[src/rtl/tri_bus_pkg.sv]
// Shared types and constants for the tri-state bus arbiter: FSM state encoding,
// default sizing and the owner-index width helper.
package tri_bus_pkg;

    localparam int N_MASTERS_DEF = 4;
    localparam int TURN_CYC_DEF  = 1;
    localparam int MAX_HOLD_DEF  = 16;

    typedef enum logic [1:0] {
        IDLE = 2'd0,
        OWN  = 2'd1,
        TURN = 2'd2
    } arb_state_e;

    // At least one bit so a 1-master index still has a legal vector width.
    function automatic int owner_w(input int n);
        return (n > 1) ? $clog2(n) : 1;
    endfunction

endpackage

[src/rtl/tri_bus_arbiter_rr_pick.sv]
// Combinational round-robin selector: first requester strictly after last_owner,
// wrapping modulo N.
module rr_pick
    import tri_bus_pkg::*;
#(
    parameter int N = N_MASTERS_DEF,
    parameter int W = owner_w(N_MASTERS_DEF)
) (
    input  logic [N-1:0] req,
    input  logic [W-1:0] last_owner,
    output logic         valid,
    output logic [W-1:0] winner
);

    always_comb begin
        logic         found;
        logic [W-1:0] cand;
        int           idx;
        found  = 1'b0;
        winner = '0;
        cand   = '0;
        idx    = 0;
        for (int i = 1; i <= N; i++) begin
            idx  = (int'(last_owner) + i) % N;
            cand = W'(idx);
            if (!found && req[cand]) begin
                winner = cand;
                found  = 1'b1;
            end
        end
        valid = found;
    end

endmodule

[src/rtl/tri_bus_arbiter.sv]
// Round-robin owner arbiter for a shared tri-state bus with a dead turnaround window.
// Optional ARB_TIMEOUT_EN: a locked owner is forced off after MAX_HOLD cycles when contended.
module tri_bus_arbiter
    import tri_bus_pkg::*;
#(
    parameter int N_MASTERS = N_MASTERS_DEF,
    parameter int TURN_CYC  = TURN_CYC_DEF,
    parameter int MAX_HOLD  = MAX_HOLD_DEF
) (
    input  logic                           Clk,
    input  logic                           Rst_n,
    input  logic [N_MASTERS-1:0]           Req,
    input  logic [N_MASTERS-1:0]           Lock,
    output logic [N_MASTERS-1:0]           Grant,
    output logic [N_MASTERS-1:0]           DrvEn,
    output logic [owner_w(N_MASTERS)-1:0]  Owner,
    output logic                           BusIdle
);

    localparam int OW = owner_w(N_MASTERS);
    localparam int TW = (TURN_CYC > 1) ? $clog2(TURN_CYC) : 1;

    if (N_MASTERS < 2 || TURN_CYC < 1 || MAX_HOLD < 1) begin : g_param_range_invalid
    end

    arb_state_e           state_q, state_d;
    logic [OW-1:0]        owner_q, owner_d;
    logic [OW-1:0]        last_owner_q, last_owner_d;
    logic [N_MASTERS-1:0] grant_q, grant_d;
    logic                 idle_q, idle_d;
    logic [TW-1:0]        turn_cnt_q, turn_cnt_d;

    logic                 pick_valid;
    logic [OW-1:0]        pick_idx;
    logic [N_MASTERS-1:0] pick_onehot;
    logic                 req_own, lock_own, others_req, keep_own;
    logic                 hold_expired;

    rr_pick #(
        .N (N_MASTERS),
        .W (OW)
    ) u_rr_pick (
        .req        (Req),
        .last_owner (last_owner_q),
        .valid      (pick_valid),
        .winner     (pick_idx)
    );

    for (genvar gi = 0; gi < N_MASTERS; gi++) begin : g_onehot
        assign pick_onehot[gi] = (pick_idx == OW'(gi));
    end

    // grant_q is one-hot on the owner while in OWN, so it doubles as the owner mask.
    assign req_own    = |(Req & grant_q);
    assign lock_own   = |(Lock & grant_q);
    assign others_req = |(Req & ~grant_q);

`ifdef ARB_TIMEOUT_EN
    localparam int HW = $clog2(MAX_HOLD + 1);
    logic [HW-1:0] hold_cnt_q, hold_cnt_d, hold_inc;

    assign hold_inc     = (hold_cnt_q == HW'(MAX_HOLD)) ? hold_cnt_q : hold_cnt_q + HW'(1);
    assign hold_expired = (hold_inc == HW'(MAX_HOLD)) && others_req;
    assign hold_cnt_d   = (state_q == OWN) ? hold_inc : '0;

    always_ff @(posedge Clk or negedge Rst_n) begin
        if (!Rst_n) begin
            hold_cnt_q <= '0;
        end else begin
            hold_cnt_q <= hold_cnt_d;
        end
    end
`else
    assign hold_expired = 1'b0;
`endif

    assign keep_own = req_own && (lock_own || !others_req) && !hold_expired;

    always_comb begin
        state_d      = state_q;
        owner_d      = owner_q;
        last_owner_d = last_owner_q;
        grant_d      = grant_q;
        idle_d       = idle_q;
        turn_cnt_d   = turn_cnt_q;
        case (state_q)
            IDLE: begin
                if (pick_valid) begin
                    state_d = OWN;
                    owner_d = pick_idx;
                    grant_d = pick_onehot;
                    idle_d  = 1'b0;
                end
            end
            OWN: begin
                if (!keep_own) begin
                    state_d      = TURN;
                    last_owner_d = owner_q;
                    owner_d      = '0;
                    grant_d      = '0;
                    idle_d       = 1'b1;
                    turn_cnt_d   = '0;
                end
            end
            TURN: begin
                // Requests sampled in the final dead cycle pick the next owner.
                if (turn_cnt_q == TW'(TURN_CYC - 1)) begin
                    if (pick_valid) begin
                        state_d = OWN;
                        owner_d = pick_idx;
                        grant_d = pick_onehot;
                        idle_d  = 1'b0;
                    end else begin
                        state_d = IDLE;
                    end
                end else begin
                    turn_cnt_d = turn_cnt_q + TW'(1);
                end
            end
            default: begin
                state_d = IDLE;
                owner_d = '0;
                grant_d = '0;
                idle_d  = 1'b1;
            end
        endcase
    end

    always_ff @(posedge Clk or negedge Rst_n) begin
        if (!Rst_n) begin
            state_q      <= IDLE;
            owner_q      <= '0;
            last_owner_q <= OW'(N_MASTERS - 1);
            grant_q      <= '0;
            idle_q       <= 1'b1;
            turn_cnt_q   <= '0;
        end else begin
            state_q      <= state_d;
            owner_q      <= owner_d;
            last_owner_q <= last_owner_d;
            grant_q      <= grant_d;
            idle_q       <= idle_d;
            turn_cnt_q   <= turn_cnt_d;
        end
    end

    assign Grant   = grant_q;
    assign DrvEn   = grant_q;
    assign Owner   = owner_q;
    assign BusIdle = idle_q;

endmodule
[config.mk]
export PLATFORM = sky130hd
export DESIGN_NAME = tri_bus_arbiter
export DESIGN_NICKNAME = d
export VERILOG_FILES = /design/src/rtl/tri_bus_pkg.sv /design/src/rtl/tri_bus_arbiter_rr_pick.sv /design/src/rtl/tri_bus_arbiter.sv
export SDC_FILE = /design/constraint.sdc
export NUM_CORES = 1
export LEC_CHECK = 0
export ABC_CLOCK_PERIOD_IN_PS = 2800
export CAP_MARGIN = 20
export CORE_MARGIN = 2
export CORE_UTILIZATION = 45
export DETAILED_ROUTE_END_ITERATION = 12
export MAX_ROUTING_LAYER = met4
export PLACE_DENSITY = 0.87
export SLEW_MARGIN = 20
export SYNTH_ARGS = -nofsm -noshare
export SYNTH_HDL_FRONTEND = slang
export SYNTH_SLANG_ARGS = --single-unit
[constraint.sdc]
create_clock -name Clk -period 2.8 [get_ports Clk]
set_input_delay 0.56 -clock Clk [delete_from_list [all_inputs] [get_ports Clk]]
set_output_delay 0.56 -clock Clk [all_outputs]
set_load 0.02 [all_outputs]
### After elaboration in Yosys (flattened, before gate mapping)

Cells that the tools add are included.

| cells by class | value |
|---|---|
| add/sub/neg operators | 5 |
| magnitude comparators | 4 |
| equal/unequal tests | 8 |
| multiplexer cells | 36 |
| bitwise logic cells | 5 |
| reductions and logical operators | 19 |

Operators by type and width:

| cell | number |
|---|---|
| $mux W2 | 10 |
| $mux W1 | 14 |
| $and A4 B4 Y4 | 3 |
| $lt A2 B3 Y1 const B | 4 |
| $mux W4 | 3 |
| $pmux W2 S3 | 2 |
| $pmux W4 S3 | 1 |
| $reduce_or A4 Y1 | 3 |
| $bmux W1 S2 | 4 |
| $eq A2 B2 Y1 const B | 3 |
| $ne A2 B2 Y1 const B | 3 |
| $reduce_and A2 Y1 | 3 |
| $add A2 B1 Y2 const B | 2 |
| $add A2 B2 Y2 const B | 2 |
| $eq A2 B1 Y1 const B | 2 |
| $logic_and A1 B1 Y1 | 4 |
| $logic_not A1 Y1 | 4 |
| $logic_not A2 Y1 | 2 |
| $not A4 Y4 | 1 |
| $pmux W1 S3 | 1 |
| $reduce_and A3 Y1 | 1 |
| $pmux W1 S2 | 1 |
| $reduce_bool A2 Y1 | 1 |
| $add A1 B1 Y1 const B | 1 |
| other kinds (2) | 2 |

| word-level totals | value |
|---|---|
| bits in registers | 12 |
| input port bits | 10 |
| output and inout port bits | 11 |
| word-level logic and storage cells | 83 |

### Longest topological paths before layout

| depth | value |
|---|---|
| depth in word-level cells | 17 |
| depth in mapped cells | 5 |
| mapped depth without buffers | 5 |

### By module

A second synthesis with hierarchy kept.

| second synthesis, totals | value |
|---|---|
| cell total of the unflattened synthesis | 82 |
| area, all modules | 737.0 um^2 |

By module, submodules not included:

| module | instances | cells each | area each (um^2) | sequential area each (um^2) |
|---|---|---|---|---|
| tri_bus_arbiter | 1 | 68 | 645.6 | 279.0 |
| rr_pick | 1 | 14 | 91.3 | 0.0 |

### Worst setup path after synthesis

Ideal clock, no wire load.

| path | value |
|---|---|
| path kind | input to register |
| start point | input port Lock[1] |
| end point | register last_owner_q[0] |
| setup time | 82 ps |
| arrival time | 1384 ps |
| slack | 1333 ps |
| stages | 5 |
| path buffers | 0 |
| cells stage by stage | a22oi_1 nand2_1 o21ai_2 nand2b_2 mux2_4 |

| on the way | value |
|---|---|
| longest elaborated chain between the ends | 6 |

RTL lines:

| item | line | text |
|---|---|---|
| start, declared | tri_bus_arbiter.sv:13 | `input logic [N_MASTERS-1:0] Lock,` |
| $and A4 B4 Y4 | tri_bus_arbiter.sv:55 | `assign lock_own = \|(Lock & grant_q);` |
| $reduce_or A4 Y1 | tri_bus_arbiter.sv:55 |  |
| $logic_or A1 B1 Y1 | tri_bus_arbiter.sv:77 | `assign keep_own = req_own && (lock_own \|\| !others_req) && !hold_expired;` |
| $logic_and A1 B1 Y1 | tri_bus_arbiter.sv:77 |  |
| $not A1 Y1 (no source line) | - |  |
| $reduce_and A2 Y1 (no source line) | - |  |
| end signal, assigned | tri_bus_arbiter.sv:133 | `last_owner_q <= OW'(N_MASTERS - 1);` |
| end signal, assigned | tri_bus_arbiter.sv:140 | `last_owner_q <= last_owner_d;` |
| end, declared | tri_bus_arbiter.sv:28 | `logic [OW-1:0] last_owner_q, last_owner_d;` |

No other way between the ends.
A chain may end at the register's enable or synchronous reset.

### Worst setup path in the final report

| path | value |
|---|---|
| start point | input port Req[1] |
| end point | register grant_q[3], in the netlist DrvEn[3] |

| on the way | value |
|---|---|
| longest elaborated chain between the ends | 16 |

RTL lines:

| item | line | text |
|---|---|---|
| start, declared | tri_bus_arbiter.sv:12 | `input logic [N_MASTERS-1:0] Req,` |
| $bmux W1 S2 | tri_bus_arbiter_rr_pick.sv:26 | `if (!found && req[cand]) begin` |
| $mux W1 (not written as such) | tri_bus_arbiter_rr_pick.sv:26 |  |
| $mux W1 | tri_bus_arbiter_rr_pick.sv:26 |  |
| $logic_not A1 Y1 | tri_bus_arbiter_rr_pick.sv:26 |  |
| $logic_and A1 B1 Y1 | tri_bus_arbiter_rr_pick.sv:26 |  |
| $mux W1 | tri_bus_arbiter_rr_pick.sv:26 |  |
| $logic_not A1 Y1 | tri_bus_arbiter_rr_pick.sv:26 |  |
| $logic_and A1 B1 Y1 | tri_bus_arbiter_rr_pick.sv:26 |  |
| $mux W1 | tri_bus_arbiter_rr_pick.sv:26 |  |
| $logic_not A1 Y1 | tri_bus_arbiter_rr_pick.sv:26 |  |
| $logic_and A1 B1 Y1 | tri_bus_arbiter_rr_pick.sv:26 |  |
| $mux W2 | tri_bus_arbiter_rr_pick.sv:26 |  |
| $eq A2 B2 Y1 | tri_bus_arbiter.sv:50 | `assign pick_onehot[gi] = (pick_idx == OW'(gi));` |
| $mux W4 | tri_bus_arbiter.sv:88, tri_bus_arbiter.sv:108 |  |
| $mux W4 | tri_bus_arbiter.sv:107 | `if (turn_cnt_q == TW'(TURN_CYC - 1)) begin` |
| $pmux W4 S3 | tri_bus_arbiter.sv:86 | `case (state_q)` |
| end signal, assigned | tri_bus_arbiter.sv:141 | `grant_q <= grant_d;` |
| end, declared | tri_bus_arbiter.sv:29 | `logic [N_MASTERS-1:0] grant_q, grant_d;` |

Several ways; a longest one is shown, not always the timed one. The select of a mux whose other input is x is not followed.

==> out/qor.csv <==
stage,metric,value,unit
cells_and_area,filler cell count,116,
power,Leak,0.370,nW
yosys,number of nets in the synthesized netlist,75,
global_route,GRT Resource Usage Total,19.0,%
clock_tree,number of post-CTS setup repair buffers,0,
yosys,count of flip-flops with a built-in enable after synthesis,0,
power,cell area power density,1010,nW/um2
timing,RSZ-0062 raised after global routing,no,
floorplanning,Horiz. Die Dim,42.4,um
clock_tree,"Reg clk slew, reported paths",0.07,ns
global_route,remaining global-route overflow,0,
cells_and_area,Final Net Count,96,
clock_tree,clock root cell,clkbuf_4,
global_route,routing usage on met1,26.2,%
global_route,antenna violations before repair,0,
global_route,GR met2 Demand/Resource,27.7,%
timing,Clock Skew,0.00436,ns
timing,"Period Utilization, post-route",73.6,%
yosys,Post-Synthesis Cells,65,
timing,Least-Margin Pin Slew,0.491,ns
power,Sw Pwr,0.360,mW
cells_and_area,filler-free cell count of the finished design,100,
power,switching part of the total power,40.6,%
worst_setup_path,Worst EP required,3.01,ns
yosys,number of unique standard cell types used by synthesis,25,
timing,Slew Limit Headroom,67.2,%
global_route,GR Util met3,4.31,%
floorplanning,initial standard-cell utilization of the core,49.8,%
outcome,outcome,completed,
yosys,primary flip-flop cell chosen by synthesis mapping,dfrtp_1,
timing,minimum clock period,2.06,ns
run,Max-cap violations,0,
drt,via-per-instance ratio,5.98,
drt,ANT nets after route,0,
drt,wire per inst,15.5,um
global_route,wire length of the first global-routing pass,2530,um
clock_tree,clock buffer count from CTS,3,
drt,number of remaining DRC errors,0,
worst_setup_path,depth of the worst register-to-register path,5,
clock_tree,CTS tree,built,
worst_hold_path,Hold Path Stages,2,
yosys,leading cell type by number of instances after synthesis,dfrtp_1,
timing,Final Hold Vio Count,0,
placed_design,count of buffers inserted at the top-level ports,20,
worst_setup_path,kind of start point of the critical path,input port,
yosys,Synth area leader,dfrtp_1,
power,Power Internal,0.526,mW
yosys,leading post-synthesis cells by instance count,"dfrtp_1, a21oi_1, nand2b_1, o21ai_0",
clock_tree,clock latency reported for the late side of the worst-skew pair,0.27,ns
timing,Total Neg Setup Slack,0,ns
global_route,vias in the first global route,541,
worst_setup_path,kind of end point of the critical path,flop,
placed_design,final weighted congestion in routability-driven placement,0.841,
timing,number of setup violations in the final report,0,
worst_setup_path,type of the worst setup path,input port to flop,
power,Comb power frac,50.7,%
clock_tree,cts-stage hold buffer count,0,
floorplanning,total number of placement rows,13,
clock_tree,number of levels in the clock H-tree,1,
floorplanning,Chip Height,42.4,um
yosys,biggest area contributors in the synthesized netlist,"dfrtp_1, dfstp_2, a22o_1",
drt,total detailed-routing wirelength,1550,um
yosys,ys async rst share,100,%
global_route,GR peak layer,met2,
worst_setup_path,Arrival @ worst endpoint,2.27,ns
power,clock power share,12.4,%
yosys,fraction of the yosys area taken by sequential cells,42.0,%
placed_design,Placed Cells incl. Taps,96,
drt,Via Count,598,
cells_and_area,ant diodes,0,
yosys,Seq cells post-synth,11,
power,highest ir drop seen on vdd,0.000605,V
drt,drt pass-1 iters,4,
cells_and_area,area of all sequential standard cells,279,um2
yosys,portion of synthesized cell area occupied by the leading cell type,30.1,%
timing,Final Max Slew Viols,0,
floorplanning,I/O pins,21,
drt,DR iter-0 viols,18,
clock_tree,clock sink count,11,
global_route,maximum number of pins on one net before global-route repair,12,
cells_and_area,multi-input gate area in the final layout,337,um2
yosys,cell area after synthesis,664,um2
yosys,number of synthesis warnings,0,
timing,Max Freq,485,MHz
placed_design,sum of net half-perimeters after detailed placement,1150,um
clock_tree,Post-CTS Resized,0,
floorplanning,Die Area,1800,um2
floorplanning,area of the placeable core,1330,um2
power,sequential share of power,36.9,%
cells_and_area,fraction of layout cells with a size suffix above 1,20.0,%
worst_setup_path,worst-path maximum fanout,8,
yosys,Avg Synthesized Cell Area,10.2,um2
cells_and_area,growth of design area from synthesis to finish,32.4,%
clock_tree,Max clock buf depth,2,
worst_hold_path,class of the tightest hold or removal check,flop to flop,
-- through the flow --
step | cell area, um2 | total power [mW] | util, % | hold WS, ns | setup slack, ns
finish | 880 | 0.885 | 65.9 | 0.517 | 0.739
global route | 880 | 0.936 | 65.9 | 0.565 | 0.646
CTS | 880 | 0.887 | 65.9 | 0.524 | 0.757
detailed placement | 853 | 0.777 | 64.0 | 0.508 | 0.493
floorplan | 664 | 0.610 | - | 0.264 | 1.33
global placement | 853 | 0.767 | 64.0 | 0.500 | 0.512
-- cells by family after synthesis --
family	Yosys count	synth area share, %
compound gates	25	26.7
buf+inv	9	7.34
simple gates	17	17.9
flops	11	42.0
mux	3	6.03
-- worst max-delay path, stage by stage --
cell and delay [ns]:
clkdlybuf4s50_1 0.55, o21ai_0 0.20, o21ai_0 0.10, a211oi_1 0.38, nor3b_2 0.31, a22o_1 0.16
-- layout make-up --
type / count / share of cell area [%]
Sequential cell: 11 / 31.7
Tap cell: 15 / 2.13
Multi-Input combinational cell: 45 / 38.3
Inverter: 5 / 2.13
Clock buffer: 4 / 2.99
Timing Repair Buffer: 20 / 22.8
-- final timing paths --
check | start | endpoint | slack (ns)
min in group asynchronous | Rst_n | DrvEn[3]$_DFFE_PN0P_ | 0.62
setup / recovery | Req[1] | DrvEn[3]$_DFFE_PN0P_ | 0.74
hold reg to reg | state_q[1]$_DFFE_PN0P_ | BusIdle$_DFFE_PN1P_ | 0.52
max in group asynchronous | Rst_n | last_owner_q[1]$_DFFE_PN1P_ | 1.83
hold / removal | state_q[1]$_DFFE_PN0P_ | BusIdle$_DFFE_PN1P_ | 0.52
setup reg to reg | last_owner_q[0]$_DFFE_PN1P_ | DrvEn[3]$_DFFE_PN0P_ | 1.15
-- power by group through the flow --
stage	registers (mW)	clock network, mW	logic [mW]
floorplan	0.358	0	0.252
global placement	0.327	0	0.440
detailed placement	0.329	0	0.448
CTS	0.327	0.109	0.451
global route	0.340	0.117	0.479
finish	0.326	0.110	0.449
-- flip-flops by register name, summed over array words and instances (netlist names) --
name,flops
BusIdle,1
DrvEn,4
Owner,2
last_owner_q,2
state_q,2
-- placed cells by master, fill, tap and decap left out --
master           Yosys  routed
a211oi_1             1       1
a21o_1               1       1
a21oi_1              5       5
a22o_1               4       4
a22oi_1              4       4
and2b_2              1       1
clkbuf_1             0       1
clkbuf_4             0       3
clkdlybuf4s50_1      0      20
dfrtp_1              8       8
dfstp_2              3       3
inv_1                4       4
inv_2                1       1
mux2_4               2       2
mux2i_1              1       1
nand2_1              4       4
nand2b_1             5       5
nand2b_2             1       1
nor2_1               1       1
nor3_1               2       2
nor3b_1              1       1
nor3b_2              1       1
nor4_4               1       1
o2111a_2             1       1
o21ai_0              5       5
o21ai_2              3       3
o221ai_1             1       1
-- layer usage --
layer | wire length (um) | vias up | share of wire (%)
met1 | 712 | 301 | 46
met3 | 77 | 4 | 5.0
met2 | 740 | 16 | 48
li1 | - | 277 | -
met4 | 21 | 0 | 1.4
met5 | 0 | - | 0
Note: power is estimated with default switching activity, not from simulation.
==> variant: new RTL, same flow settings <==
The option `ARB_TIMEOUT_EN` is turned on by a define.
--- a/src/rtl/tri_bus_arbiter.sv
+++ b/src/rtl/tri_bus_arbiter.sv
@@ -1,4 +1,6 @@
 // Round-robin owner arbiter for a shared tri-state bus with a dead turnaround window.
 // Optional ARB_TIMEOUT_EN: a locked owner is forced off after MAX_HOLD cycles when contended.
+`define ARB_TIMEOUT_EN
+
 module tri_bus_arbiter
     import tri_bus_pkg::*;
Function: no difference found for any inputs over 10 cycles, from zero or initial values and one cycle with Rst_n low; that may be too few to reach the edited logic, so the function may still have changed.
==> variant against the unedited design <==
  * Die area increased by 41%
  * Combinational power rose by 23%
  * Sequential cell count is 5 higher
  * Maximum frequency decreased by 4.3%
  * Final area up 37%
  * Worst setup slack got worse by 0.092 ns
  * Register-to-register slack lost 0.44 ns
  * Synthesized area up 46%
  * Power grew 25%
  * First-iteration DRC count down 22%
  * Routed wire length grew 24%
  * Critical endpoint is now last_owner_q[1]
  * Largest cell class unchanged
  * Largest power group unchanged
==> variant: results (changes against the unedited design) <==
[layout]
largest_reg_flops = 5  ; was 4
final_nets = 133  ; was 96
drive_above_1_share_pct = 10.8  ; was 20.0%

[placed_design]
dp_cells = 143  ; was 96
dp_hpwl_mm = 1.48  ; was 1.15 mm
io_buffers = 20  ; unchanged
pre_cts_slack_ns = 0.372  ; was 0.493 ns
placed_area_sq_um = 1180  ; was 853 sq um
gp_congestion = 0.819  ; was 0.841

[cts]
cts_resized = 0  ; unchanged
path_clk_slew_ns = 0.08
cts_setup_buffers = 0  ; unchanged

[grt]
grt.total_usage_pct = 17.8  ; was 19.0%
first_global_vias = 795  ; was 541
grt_pass1_wl_mm = 3.39  ; was 2.53 mm
grt_max_degree = 17  ; was 12

[timing]
tightest_slew_ns = 0.692  ; was 0.491 ns
layout_worst_path_cycle_share_pct = 76.9  ; was 73.6%
skew_ns = 0.00637  ; was 0.00436 ns
hold_ws_ns = 0.564  ; was 0.517 ns

[synthesis]
ys_top_cells_by_area = dfrtp_1 (34%), dfstp_2 (8.1%), a21oi_1 (4.1%)  ; was dfrtp_1 (30%), dfstp_2 (12%), a22o_1 (5.3%)
synth_common_cells = dfrtp_1 (13), a21oi_1 (8), inv_1 (8)  ; was dfrtp_1 (8), a21oi_1 (5), nand2b_1 (5), o21ai_0 (5)
syn_nets = 112  ; was 75
avgSynthCellArea_sq_um = 9.70  ; was 10.2 sq um
ys_seq_area_share_pct = 41.7  ; was 42.0%
ys_types = 35  ; was 25

[power]
max-vdd-ir-drop_v = 0.000471  ; was 0.000605 V
p_leak_nw = 0.476  ; was 0.370 nW

[min_path]
whs_path_depth = 1  ; was 2
hold_start = Owner[1]  ; was state_q[1]
hold_end = last_owner_q[1]  ; was BusIdle

[route]
drtIter0Drc = 14  ; was 18
wl_mm = 1.93  ; was 1.55 mm
wl_per_cell_um = 13.1  ; was 15.5 um

[worst_setup_path]
reg2regPathDepth = 7  ; was 5
r2r_end = last_owner_q[1]  ; was DrvEn[3]
path_max_fanout = 6  ; was 8
cp.arrival_ns = 2.36  ; was 2.27 ns
r2r_setup_slack_ns = 0.71  ; was 1.15 ns
rr_startpoint = hold_cnt_q[0]  ; was last_owner_q[0]
crit_start = Req[0]  ; was Req[1]

[status]
status = completed  ; unchanged

==> variant: changes by cell type in the layout (fill, tap and decap cells not counted), moves of 3 or more <==
cell and delta:
a21oi_1 +3, nor2b_1 +6, dfrtp_1 +5, o21ai_2 -3, nand2_1 +3, a22oi_1 -4
o22ai_1 +4, inv_1 +4, nor2_1 +5, o21ai_0 -5
==> variant: worst max-delay path by stage <==
stage	cells after the start	to
after global routing	7	last_owner_q[1]
after floorplan	7	last_owner_q[0]
final	6	last_owner_q[1]
after global placement	6	last_owner_q[0]
after CTS	6	last_owner_q[1]
after detailed placement	6	last_owner_q[1]
==> variant: critical path, cell delays in order <==
cell and delay (ns):
clkdlybuf4s50_1 0.49, nor2b_1 0.17, a2111o_1 0.43, o311ai_1 0.16
a21o_2 0.24, mux2_4 0.30
==> variant: final cells by class <==
class | instances | area (sq um)
Clock buffer | 4 | 26.3
Fill cell | 175 | 798
Inverter | 8 | 30.0
Multi-Input combinational cell | 71 | 502
Sequential cell | 16 | 404
Tap cell | 27 | 33.8
Timing Repair Buffer | 21 | 208
==> variant: where the power goes <==
group	switching [W]	internal, W
clock	0.0000644	0.0000552
combinational	0.000265	0.000287
sequential	0.000108	0.000326
total	0.000438	0.000668
==> variant: kinds of logic after synthesis <==
logic type	after synthesis	synth area share [%]
multiplexers	4	5.16
buffers and inverters	13	6.58
AND/OR/NAND/NOR	34	20.0
XOR/XNOR	4	3.61
adder cells (fa/ha/maj)	2	2.58
AO/OA/AOI/OAI	27	20.4
flip-flops	16	41.7
==> variant: metal layers <==
metal / GRT usage (%) / up-vias / wire length, um
li1: - / 397 / -
met1: 23.8 / 368 / 942
met2: 26.5 / 21 / 879
met3: 2.98 / 2 / 83
met4: 8.11 / 0 / 19
met5: - / - / 0
